[config.mk]
export PLATFORM = sky130hd
export DESIGN_NAME = gate_equiv_sequencer_flat
export DESIGN_NICKNAME = d
export VERILOG_FILES = /design/src/rtl/gate_equiv_sequencer_pkg.sv /design/src/rtl/gate_equiv_sequencer_if.sv /design/src/rtl/gate_equiv_sequencer_nor_golden.sv /design/src/rtl/gate_equiv_sequencer.sv /design/src/flat_wrapper.sv
export SDC_FILE = /design/constraint.sdc
export NUM_CORES = 1
export LEC_CHECK = 0
export CAP_MARGIN = 20
export CORE_MARGIN = 8
export CORE_UTILIZATION = 46
export CTS_BUF_LIST = sky130_fd_sc_hd__clkbuf_4
export CTS_CLUSTER_SIZE = 28
export DETAILED_ROUTE_END_ITERATION = 8
export GPL_TIMING_DRIVEN = 1
export PLACE_DENSITY_LB_ADDON = 0.2
export RECOVER_POWER = 25
export SYNTH_ARGS = -nofsm -noshare
export SYNTH_HDL_FRONTEND = slang
export SYNTH_HIERARCHICAL = 1
export SYNTH_SLANG_ARGS = --single-unit
[constraint.sdc]
create_clock -name clk -period 1.56 [get_ports clk]
set_input_delay 0.468 -clock clk [delete_from_list [all_inputs] [get_ports clk]]
set_output_delay 0.468 -clock clk [all_outputs]
set_load 0.1 [all_outputs]
[src/rtl/gate_equiv_sequencer_pkg.sv]
// Shared types and helpers for the gate equivalence sequencer.
//   state_t : sweep FSM state encoding
//   cnt_w() : width of the settle-window counter for a given SETTLE
package gate_equiv_sequencer_pkg;

    typedef enum logic [2:0] {
        S_IDLE   = 3'd0,
        S_DRIVE  = 3'd1,
        S_WAIT   = 3'd2,
        S_SAMPLE = 3'd3,
        S_DONE   = 3'd4
    } state_t;

    // Counter only has to reach SETTLE-1; keep at least one bit.
    function automatic int unsigned cnt_w(input int unsigned settle);
        return (settle > 1) ? $clog2(settle) : 1;
    endfunction

endpackage

[src/rtl/gate_equiv_sequencer_if.sv]
// Control/observation bundle between the sweep controller and the gate pair.
//   start, chk_golden : sweep request and golden-compare enable
//   a_i, b_i          : outputs of the two gate implementations
//   x_o               : vector driven to both implementations
//   busy, done, pass, err_cnt, fail_valid, fail_vec : sweep status
// master = bench/top side, slave = sequencer side.
interface gate_equiv_sequencer_if #(
    parameter int unsigned N_IN  = 2,
    parameter int unsigned ERR_W = 3
);
    logic              start;
    logic              chk_golden;
    logic              a_i;
    logic              b_i;
    logic [N_IN-1:0]   x_o;
    logic              busy;
    logic              done;
    logic              pass;
    logic [ERR_W-1:0]  err_cnt;
    logic              fail_valid;
    logic [N_IN-1:0]   fail_vec;

    modport master (
        output start, chk_golden, a_i, b_i,
        input  x_o, busy, done, pass, err_cnt, fail_valid, fail_vec
    );

    modport slave (
        input  start, chk_golden, a_i, b_i,
        output x_o, busy, done, pass, err_cnt, fail_valid, fail_vec
    );
endinterface

[src/rtl/gate_equiv_sequencer_nor_golden.sv]
// Golden reference for the gate under test: N_IN-input NOR.
//   x   : input vector
//   y_c : ~|x (combinational)
module nor_golden #(
    parameter int unsigned N_IN = 2
) (
    input  logic [N_IN-1:0] x,
    output logic            y_c
);
    assign y_c = ~|x;
endmodule

[src/rtl/gate_equiv_sequencer.sv]
// Exhaustive truth-table sweep comparing two gate implementations against
// each other and optionally against a NOR golden model.
//   clk, reset : clock, asynchronous active-high reset
//   bus        : slave side of gate_equiv_sequencer_if (start/chk_golden in,
//                a_i/b_i from the gates, x_o to the gates, status outputs)
module gate_equiv_sequencer
    import gate_equiv_sequencer_pkg::*;
#(
    parameter int unsigned N_IN   = 2,
    parameter int unsigned SETTLE = 1,
    parameter int unsigned ERR_W  = 3
) (
    input  logic                  clk,
    input  logic                  reset,
    gate_equiv_sequencer_if.slave bus
);

    localparam int unsigned      CNT_W   = cnt_w(SETTLE);
    localparam logic [N_IN-1:0]  X_LAST  = '1;
    localparam logic [ERR_W-1:0] ERR_MAX = '1;
    localparam logic [CNT_W-1:0] CNT_END = CNT_W'(SETTLE - 1);

    state_t            state;
    logic [N_IN-1:0]   x;
    logic [CNT_W-1:0]  cnt;
    logic              gold;
    logic              busy;
    logic              done;
    logic              pass;
    logic [ERR_W-1:0]  err;
    logic              fail_valid;
    logic [N_IN-1:0]   fail_vec;

    logic              g_c;
    logic              mism_c;
    logic [ERR_W-1:0]  err_nxt_c;

    nor_golden #(.N_IN(N_IN)) u_nor_golden (
        .x   (x),
        .y_c (g_c)
    );

    // Only consumed in SAMPLE, so a_i/b_i glitches elsewhere are harmless.
    assign mism_c    = (bus.a_i != bus.b_i)
                     | (gold & ((bus.a_i != g_c) | (bus.b_i != g_c)));
    assign err_nxt_c = (mism_c && (err != ERR_MAX)) ? err + ERR_W'(1) : err;

    // Sweep FSM with registered status outputs.
    always_ff @(posedge clk or posedge reset) begin
        if (reset) begin
            state      <= S_IDLE;
            x          <= '0;
            cnt        <= '0;
            gold       <= 1'b0;
            busy       <= 1'b0;
            done       <= 1'b0;
            pass       <= 1'b0;
            err        <= '0;
            fail_valid <= 1'b0;
            fail_vec   <= '0;
        end else begin
            case (state)
                S_IDLE: begin
                    if (bus.start) begin
                        state      <= S_DRIVE;
                        x          <= '0;
                        err        <= '0;
                        fail_valid <= 1'b0;
                        fail_vec   <= '0;
                        pass       <= 1'b0;
                        busy       <= 1'b1;
                        gold       <= bus.chk_golden;
                    end
                end
                S_DRIVE: begin
                    cnt   <= '0;
                    state <= S_WAIT;
                end
                S_WAIT: begin
                    if (cnt == CNT_END) begin
                        state <= S_SAMPLE;
                    end else begin
                        cnt <= cnt + CNT_W'(1);
                    end
                end
                S_SAMPLE: begin
                    err <= err_nxt_c;
                    if (mism_c && !fail_valid) begin
                        fail_valid <= 1'b1;
                        fail_vec   <= x;
                    end
                    // Last vector: x stays put so it is visible after the sweep.
                    if (x == X_LAST) begin
                        state <= S_DONE;
                        done  <= 1'b1;
                        pass  <= (err_nxt_c == '0);
                    end else begin
                        x     <= x + N_IN'(1);
                        state <= S_DRIVE;
                    end
                end
                S_DONE: begin
                    done  <= 1'b0;
                    busy  <= 1'b0;
                    state <= S_IDLE;
                end
                default: state <= S_IDLE;
            endcase
        end
    end

    assign bus.x_o        = x;
    assign bus.busy       = busy;
    assign bus.done       = done;
    assign bus.pass       = pass;
    assign bus.err_cnt    = err;
    assign bus.fail_valid = fail_valid;
    assign bus.fail_vec   = fail_vec;

endmodule
[src/flat_wrapper.sv]
// flat-port wrapper written by rule: the top's interface ports become plain ports
module gate_equiv_sequencer_flat import gate_equiv_sequencer_pkg::*;
#(
    parameter int unsigned N_IN   = 2,
    parameter int unsigned SETTLE = 1,
    parameter int unsigned ERR_W  = 3
)
  (clk, reset, bus_start, bus_chk_golden, bus_a_i, bus_b_i, bus_x_o, bus_busy, bus_done, bus_pass, bus_err_cnt, bus_fail_valid, bus_fail_vec);
  gate_equiv_sequencer_if #(.N_IN(N_IN), .ERR_W(ERR_W)) bus_i ();
  input  logic clk;
  input  logic reset;
  input wire logic [$bits(bus_i.start)-1:0] bus_start;
  input wire logic [$bits(bus_i.chk_golden)-1:0] bus_chk_golden;
  input wire logic [$bits(bus_i.a_i)-1:0] bus_a_i;
  input wire logic [$bits(bus_i.b_i)-1:0] bus_b_i;
  output wire logic [$bits(bus_i.x_o)-1:0] bus_x_o;
  output wire logic [$bits(bus_i.busy)-1:0] bus_busy;
  output wire logic [$bits(bus_i.done)-1:0] bus_done;
  output wire logic [$bits(bus_i.pass)-1:0] bus_pass;
  output wire logic [$bits(bus_i.err_cnt)-1:0] bus_err_cnt;
  output wire logic [$bits(bus_i.fail_valid)-1:0] bus_fail_valid;
  output wire logic [$bits(bus_i.fail_vec)-1:0] bus_fail_vec;
  assign bus_i.start = bus_start;
  assign bus_i.chk_golden = bus_chk_golden;
  assign bus_i.a_i = bus_a_i;
  assign bus_i.b_i = bus_b_i;
  assign bus_x_o = bus_i.x_o;
  assign bus_busy = bus_i.busy;
  assign bus_done = bus_i.done;
  assign bus_pass = bus_i.pass;
  assign bus_err_cnt = bus_i.err_cnt;
  assign bus_fail_valid = bus_i.fail_valid;
  assign bus_fail_vec = bus_i.fail_vec;
  gate_equiv_sequencer #(.N_IN(N_IN), .SETTLE(SETTLE), .ERR_W(ERR_W)) u_core (.clk(clk), .reset(reset), .bus(bus_i));
endmodule
Yosys cells after proc, flatten, opt, wreduce, memory -nomap -nowiden
Index checks and enable logic that the tools add are counted.
Cells by class
  eq/ne operators: 14
  $add $sub $neg: 3
  bitwise logic cells: 3
  reductions and logical operators: 19
  mux-type cells: 23
Operators by type and width (number)
  $mux 3: 5
  $pmux 3 s4: 1
  $pmux 1 s2: 5
  $reduce_and 2->1: 5
  $reduce_and 3->1: 3
  $pmux 2 s2: 2
  $reduce_bool 2->1: 4
  $eq 3x2->1 const B: 2
  $logic_not 3->1: 2
  $mux 1: 6
  $mux 2: 3
  $ne 2x2->1 const B: 3
  $pmux 3 s2: 1
  $ne 2x1->1 const B: 2
  $add 3x1->3 const B: 1
  $eq 3x1->1 const B: 1
  $eq 3x3->1 const B: 1
  $ne 1x1->1: 3
  $ne 3x3->1 const B: 1
  $add 2x1->2 const B: 1
  $eq 2x2->1 const B: 1
  $logic_and 1x1->1: 2
  $logic_not 1->1: 2
  $or 1x1->1: 2
  3 further kinds: 3
Word-level totals
  bits of input ports: 6
  bits in registers: 16
  output and inout bits: 11
  logic and storage cells: 72

Longest topological paths before layout
  word-level depth: 11
  mapped depth: 6
  depth with buffers taken out: 6

Cells and area by module
The synthesis kept the hierarchy.
Modules (own cells, without submodules)
  gate_equiv_sequencer: cells each 69, area an instance 755.7 µm², instances 1, seq. area each 375.4 µm²
  nor_golden: cells each 1, area an instance 3.8 µm², instances 1, seq. area each 0.0 µm²

Worst setup path after synthesis
Ideal clock, no wire load.
  kind: register to register
  from: register u_core.err[0], in the netlist u_core/bus.err_cnt[0]
  to: register u_core.err[0], in the netlist u_core/bus.err_cnt[0]
  data required time: 1.434 ns
  cell stages (with the launch flop): 7
  arrival time: 1.935 ns
  setup time: 0.126 ns
  slack: -0.501 ns
  path buffers: 0
  period minus slack after synthesis: 2.061 ns
  path through: dfrtp_1 ha_1 ha_1 nor2b_1 a22o_1 o21ai_2 mux2_4
Between the ends
  word-level cells in the longest chain between the ends: 4
  elaborated cells between the ends (all ways): 5
  those cells by class: add/sub (1); eq/ne (1); mux (2); reduce/logical (1)
RTL lines
  start: declaration: line gate_equiv_sequencer.sv:30  | logic [ERR_W-1:0] err;
  start signal: assignment: line gate_equiv_sequencer.sv:87  | err <= err_nxt_c;
  branches (longest 2 deep; another with $add 3x1->3)
  $mux 3 *: line gate_equiv_sequencer.sv:46  | assign err_nxt_c = (mism_c && (err != ERR_MAX)) ? err + ERR_W'(1) : err;
  $pmux 3 s2 *: line gate_equiv_sequencer.sv:62  | case (state)
Every way passes the cells marked *.
A chain may end at the register's enable or synchronous reset.

Worst setup path in the final report
  from: register u_core.x[0], in the netlist u_core/bus.x_o[0]
  to: register u_core.fail_vec[1], in the netlist u_core/bus.fail_vec[1]
Between the ends
  word-level cells in the longest chain between the ends: 9
  elaborated cells between the ends (all ways): 10
  those cells by class: eq/ne (3); bitwise (3); reduce/logical (4)
RTL lines
  start: declaration: line gate_equiv_sequencer.sv:24  | logic [N_IN-1:0] x;
  start signal: assignment: line gate_equiv_sequencer.sv:98  | x <= x + N_IN'(1);
  $reduce_or 2->1 *: line gate_equiv_sequencer_nor_golden.sv:10  | assign y_c = ~|x;
  $logic_not 1->1 *: line gate_equiv_sequencer_nor_golden.sv:10
  via u_core.g_c: line gate_equiv_sequencer.sv:34  | logic g_c;
  $ne 1x1->1: line gate_equiv_sequencer.sv:45  | | (gold & ((bus.a_i != g_c) | (bus.b_i != g_c)));
  $or 1x1->1 *: line gate_equiv_sequencer.sv:45
  $and 1x1->1 *: line gate_equiv_sequencer.sv:45
  $or 1x1->1 *: line gate_equiv_sequencer.sv:45
  $logic_and 1x1->1 *: line gate_equiv_sequencer.sv:88  | if (mism_c && !fail_valid) begin
  $ne 2x1->1 (no source line) *
  $reduce_and 3->1 (no source line) *
  end signal: assignment: line gate_equiv_sequencer.sv:60  | fail_vec <= '0;
  end signal: assignment: line gate_equiv_sequencer.sv:69  | fail_vec <= '0;
  end signal: assignment: line gate_equiv_sequencer.sv:90  | fail_vec <= x;
  end: declaration: line gate_equiv_sequencer.sv:32  | logic [N_IN-1:0] fail_vec;
Mark *: on every way through the listed nets, which the timed path passes. The rest lies on a longest branch.

==> report_table.html <==
<table>
<tr><th>Metric</th><th>Value</th></tr>
<tr><th colspan="2">Global route</th></tr>
<tr><td>GRT Util Overall</td><td>approximately 13%</td></tr>
<tr><td>Maximum number of pins on one net before global-route repair</td><td>16</td></tr>
<tr><td>Total gr overflow</td><td>0</td></tr>
<tr><td>Global-route wire length before repair</td><td>3240 um</td></tr>
<tr><td>Number of antenna violations at the first check in global routing</td><td>0</td></tr>
<tr><td>Via count of the first global-routing pass</td><td>671</td></tr>
<tr><th colspan="2">STA</th></tr>
<tr><td>Final critical-path required period</td><td>1.60 ns</td></tr>
<tr><td>Final setup violation count</td><td>5</td></tr>
<tr><td>Share of the clock period used by the worst path</td><td>102%</td></tr>
<tr><td>Clock tree skew after final layout</td><td>between 0.004 and 0.005 ns</td></tr>
<tr><td>RSZ-0062 raised after global routing</td><td>yes</td></tr>
<tr><td>Count of pins over their slew limit</td><td>0</td></tr>
<tr><td>Worst-case setup margin in the final layout</td><td>-0.0367 ns</td></tr>
<tr><td>Worst Hold Slack</td><td>0.574 ns</td></tr>
<tr><td>Worst slew margin</td><td>45.3%</td></tr>
<tr><td>Top achievable clock speed</td><td>626 MHz</td></tr>
<tr><td>Final Hold Violating Endpoints</td><td>0</td></tr>
<tr><td>Transition at the pin with the smallest max-transition slack</td><td>0.820 ns</td></tr>
<tr><th colspan="2">Final layout</th></tr>
<tr><td>Number of non-filler instances in the completed layout</td><td>122</td></tr>
<tr><td>Final standard cell area without fillers</td><td>approximately 1300 sq um</td></tr>
<tr><td>NumNets Final</td><td>116</td></tr>
<tr><td>Growth of design area from synthesis to finish</td><td>70.5%</td></tr>
<tr><td>Top library cells by usage in the layout, fill and taps aside</td><td>13 x buf_4, 11 x buf_12, 10 x dfrtp_1</td></tr>
<tr><td>Leading cell type in the layout, fill and taps excluded</td><td>buf_4</td></tr>
<tr><td>Layout cells sized above 1</td><td>50.9%</td></tr>
<tr><td>Number of diodes</td><td>0</td></tr>
<tr><th colspan="2">Yosys</th></tr>
<tr><td>Net count of the mapped netlist</td><td>slightly below 80</td></tr>
<tr><td>Mapped Area</td><td>759 sq um</td></tr>
<tr><td>Synth Instances</td><td>70</td></tr>
<tr><td>Number of distinct library cells after synthesis</td><td>27</td></tr>
<tr><td>Number of synthesized flops with an enable pin</td><td>0</td></tr>
<tr><td>Mean instance size in the synthesized netlist</td><td>about 11 sq um</td></tr>
<tr><td>Sequential cell area fraction in the yosys report</td><td>49.4%</td></tr>
<tr><td>Synthesis-stage register bit count</td><td>15</td></tr>
<tr><td>Syn. warnings</td><td>6</td></tr>
<tr><td>Async set-reset flop share out of synthesis</td><td>100%</td></tr>
<tr><td>Flip-flop cell with the highest count after synthesis</td><td>dfrtp_1</td></tr>
<tr><th colspan="2">Placed design</th></tr>
<tr><td>DP Cell Count</td><td>about 110</td></tr>
<tr><td>Final weighted congestion in routability-driven placement</td><td>0.776</td></tr>
<tr><td>Placed Instance Area</td><td>1170 sq um</td></tr>
<tr><td>Half-perimeter wire length after placement</td><td>around 1400 um</td></tr>
<tr><td>Buffers on Ports</td><td>16</td></tr>
<tr><th colspan="2">Die</th></tr>
<tr><td>Placement row count</td><td>14</td></tr>
<tr><td>Standard cell core area</td><td>about 1500 sq um</td></tr>
<tr><td>Die span in y</td><td>around 57 um</td></tr>
<tr><td>Initial core utilization</td><td>between 40% and 50%</td></tr>
<tr><td>Total Die Area</td><td>between 3000 and 4000 sq um</td></tr>
<tr><td>Horizontal die dimension</td><td>56.6 um</td></tr>
<tr><td>Ports</td><td>17</td></tr>
<tr><th colspan="2">Clock network</th></tr>
<tr><td>Root cell of the clock tree</td><td>clkbuf_4</td></tr>
<tr><td>Buffer depth of the longest clock path</td><td>2</td></tr>
<tr><td>CTS tree</td><td>built</td></tr>
<tr><td>Number of sinks on the clock net</td><td>15</td></tr>
<tr><td>Source-to-sink clock delay at the later pin of the worst-skew pair</td><td>0.29 ns</td></tr>
<tr><td>Clock transition time at the flip-flop clock pins of the worst setup and hold paths</td><td>0.10 ns</td></tr>
<tr><td>Number of buffers added by the clock tree synthesis step</td><td>3</td></tr>
<tr><td>CTS H-tree depth</td><td>1</td></tr>
<tr><th colspan="2">Drt</th></tr>
<tr><td>Number of vias after detailed routing</td><td>652</td></tr>
<tr><td>Residual antenna-violating net count after detailed routing</td><td>0</td></tr>
<tr><td>Via-per-instance ratio</td><td>5.34</td></tr>
<tr><td>Initial DRC count</td><td>15</td></tr>
<tr><td>Detailed Route WL</td><td>2040 um</td></tr>
<tr><td>First-pass detailed-route iteration total</td><td>4</td></tr>
<tr><td>Residual DRC</td><td>0</td></tr>
<tr><td>Drt wl/cell</td><td>16.7 um</td></tr>
<tr><th colspan="2">Worst setup path</th></tr>
<tr><td>Critical Path RT</td><td>roughly 1.8 ns</td></tr>
<tr><td>Critical path launch point type</td><td>register</td></tr>
<tr><td>Arrival time worst endpoint</td><td>1.81 ns</td></tr>
<tr><td>Worst Path Class, Setup</td><td>reg -&gt; reg</td></tr>
<tr><td>Top fanout value on the critical path</td><td>3</td></tr>
<tr><td>Capturing element type of the critical path</td><td>register</td></tr>
<tr><th colspan="2">Job</th></tr>
<tr><td>Max cap viols</td><td>0</td></tr>
<tr><th colspan="2">Status</th></tr>
<tr><td>Violated checks</td><td>negative setup slack</td></tr>
<tr><td>Outcome</td><td>complete, but fails checks</td></tr>
<tr><th colspan="2">Hold path</th></tr>
<tr><td>Tightest Hold Check Type</td><td>reg -&gt; reg</td></tr>
</table>
[per-stage QoR]
stage / utilization, % / TNS [ns] / setup WS (ns)
6_report: 85.0 / -0.101 / -0.0367
5_1_grt: 85.0 / -0.542 / -0.0924
4_1_cts: 81.0 / -0.0466 / -0.0200
3_5_place_dp: 76.6 / -3.54 / -0.422
3_3_place_gp: 76.6 / -3.43 / -0.405
2_1_floorplan: - / -0.629 / -0.147
[cell families after synthesis]
group	share of synthesized area, %
AND/OR/NAND/NOR	15.5
AO/OA/AOI/OAI	12.7
flip-flops	49.4
buffers and inverters	4.61
multiplexers	9.39
XOR/XNOR	3.46
adder cells (fa/ha/maj)	4.94
[synthesized netlist by cell type, types with 2 or more instances]
library cell | instances | share of area (%)
a22o_1 | 4 | 4.6
mux2_4 | 2 | 4.0
nand2_1 | 5 | 2.5
dfrtp_1 | 15 | 49
ha_1 | 3 | 4.9
nor2_1 | 5 | 2.5
o21ai_0 | 4 | 2.6
nor3_1 | 2 | 1.3
xor2_1 | 2 | 2.3
inv_1 | 5 | 2.5
a21oi_1 | 5 | 3.3
mux2i_1 | 3 | 4.0
[final cells by class]
class	count	area [sq um]
clock inverter	1	5.00
multi-input combinational	48	420
sequential	15	392
tap	16	20.0
timing repair buffer	34	417
clock buffer	3	22.5
fill	76	229
inverter	5	18.8
[worst paths after layout]
| path | to | start | cells after the start | slack (ns) |
|---|---|---|---|---|
| max reg2reg | u_core/bus.fail_vec[1]$_DFFE_PP0P_ | u_core/bus.x_o[0]$_DFFE_PP0P_ | 5 | -0.04 |
| min reg2reg | u_core/bus.fail_valid$_DFFE_PP0P_ | u_core/bus.fail_valid$_DFFE_PP0P_ | 2 | 0.57 |
| min | u_core/bus.fail_valid$_DFFE_PP0P_ | u_core/bus.fail_valid$_DFFE_PP0P_ | 2 | 0.57 |
| max | u_core/bus.fail_vec[1]$_DFFE_PP0P_ | u_core/bus.x_o[0]$_DFFE_PP0P_ | 5 | -0.04 |
| max in group asynchronous | u_core/bus.x_o[1]$_DFFE_PP0P_ | reset | 3 | 0.28 |
| min in group asynchronous | u_core/bus.fail_vec[1]$_DFFE_PP0P_ | reset | 3 | 0.68 |
[metal layers]
metal,share of wire (%),global-route usage [%],vias to the layer above,wire length [um]
met4,1.9,6.19,0,38
met3,4.8,4.04,4,97
met5,0,0,-,0
li1,-,-,313,-
met2,52,21.5,17,1060
met1,41,14.2,318,839
[what timing repair did]
action | CTS | global route
gates resized for setup | 7 | 9
hold endpoints to repair | 0 | 0
pin swaps | 5 | 8
buffers inserted | 3 | 3
hold buffers | 0 | 0
setup endpoints to repair | 11 | 11
[state kept, by name (all words and copies together), names as in the netlist]
signal / flops
u_core/bus.busy: 1
u_core/gold: 1
u_core/bus.x_o: 2
u_core/bus.err_cnt: 3
u_core/bus.fail_valid: 1
u_core/state: 3
u_core/bus.fail_vec: 2
u_core/bus.pass: 1
u_core/bus.done: 1
[critical path, stage by stage (launching register included)]
cell and delay [ns]:
dfrtp_4 0.52, nor2_4 0.13, xor2_2 0.17, a21oi_2 0.08, or3_4 0.42, mux2i_1 0.19
Power is left out: the tool's default activity adds up to more than one toggle a clock period on the data nets, which glitch-free logic cannot reach.
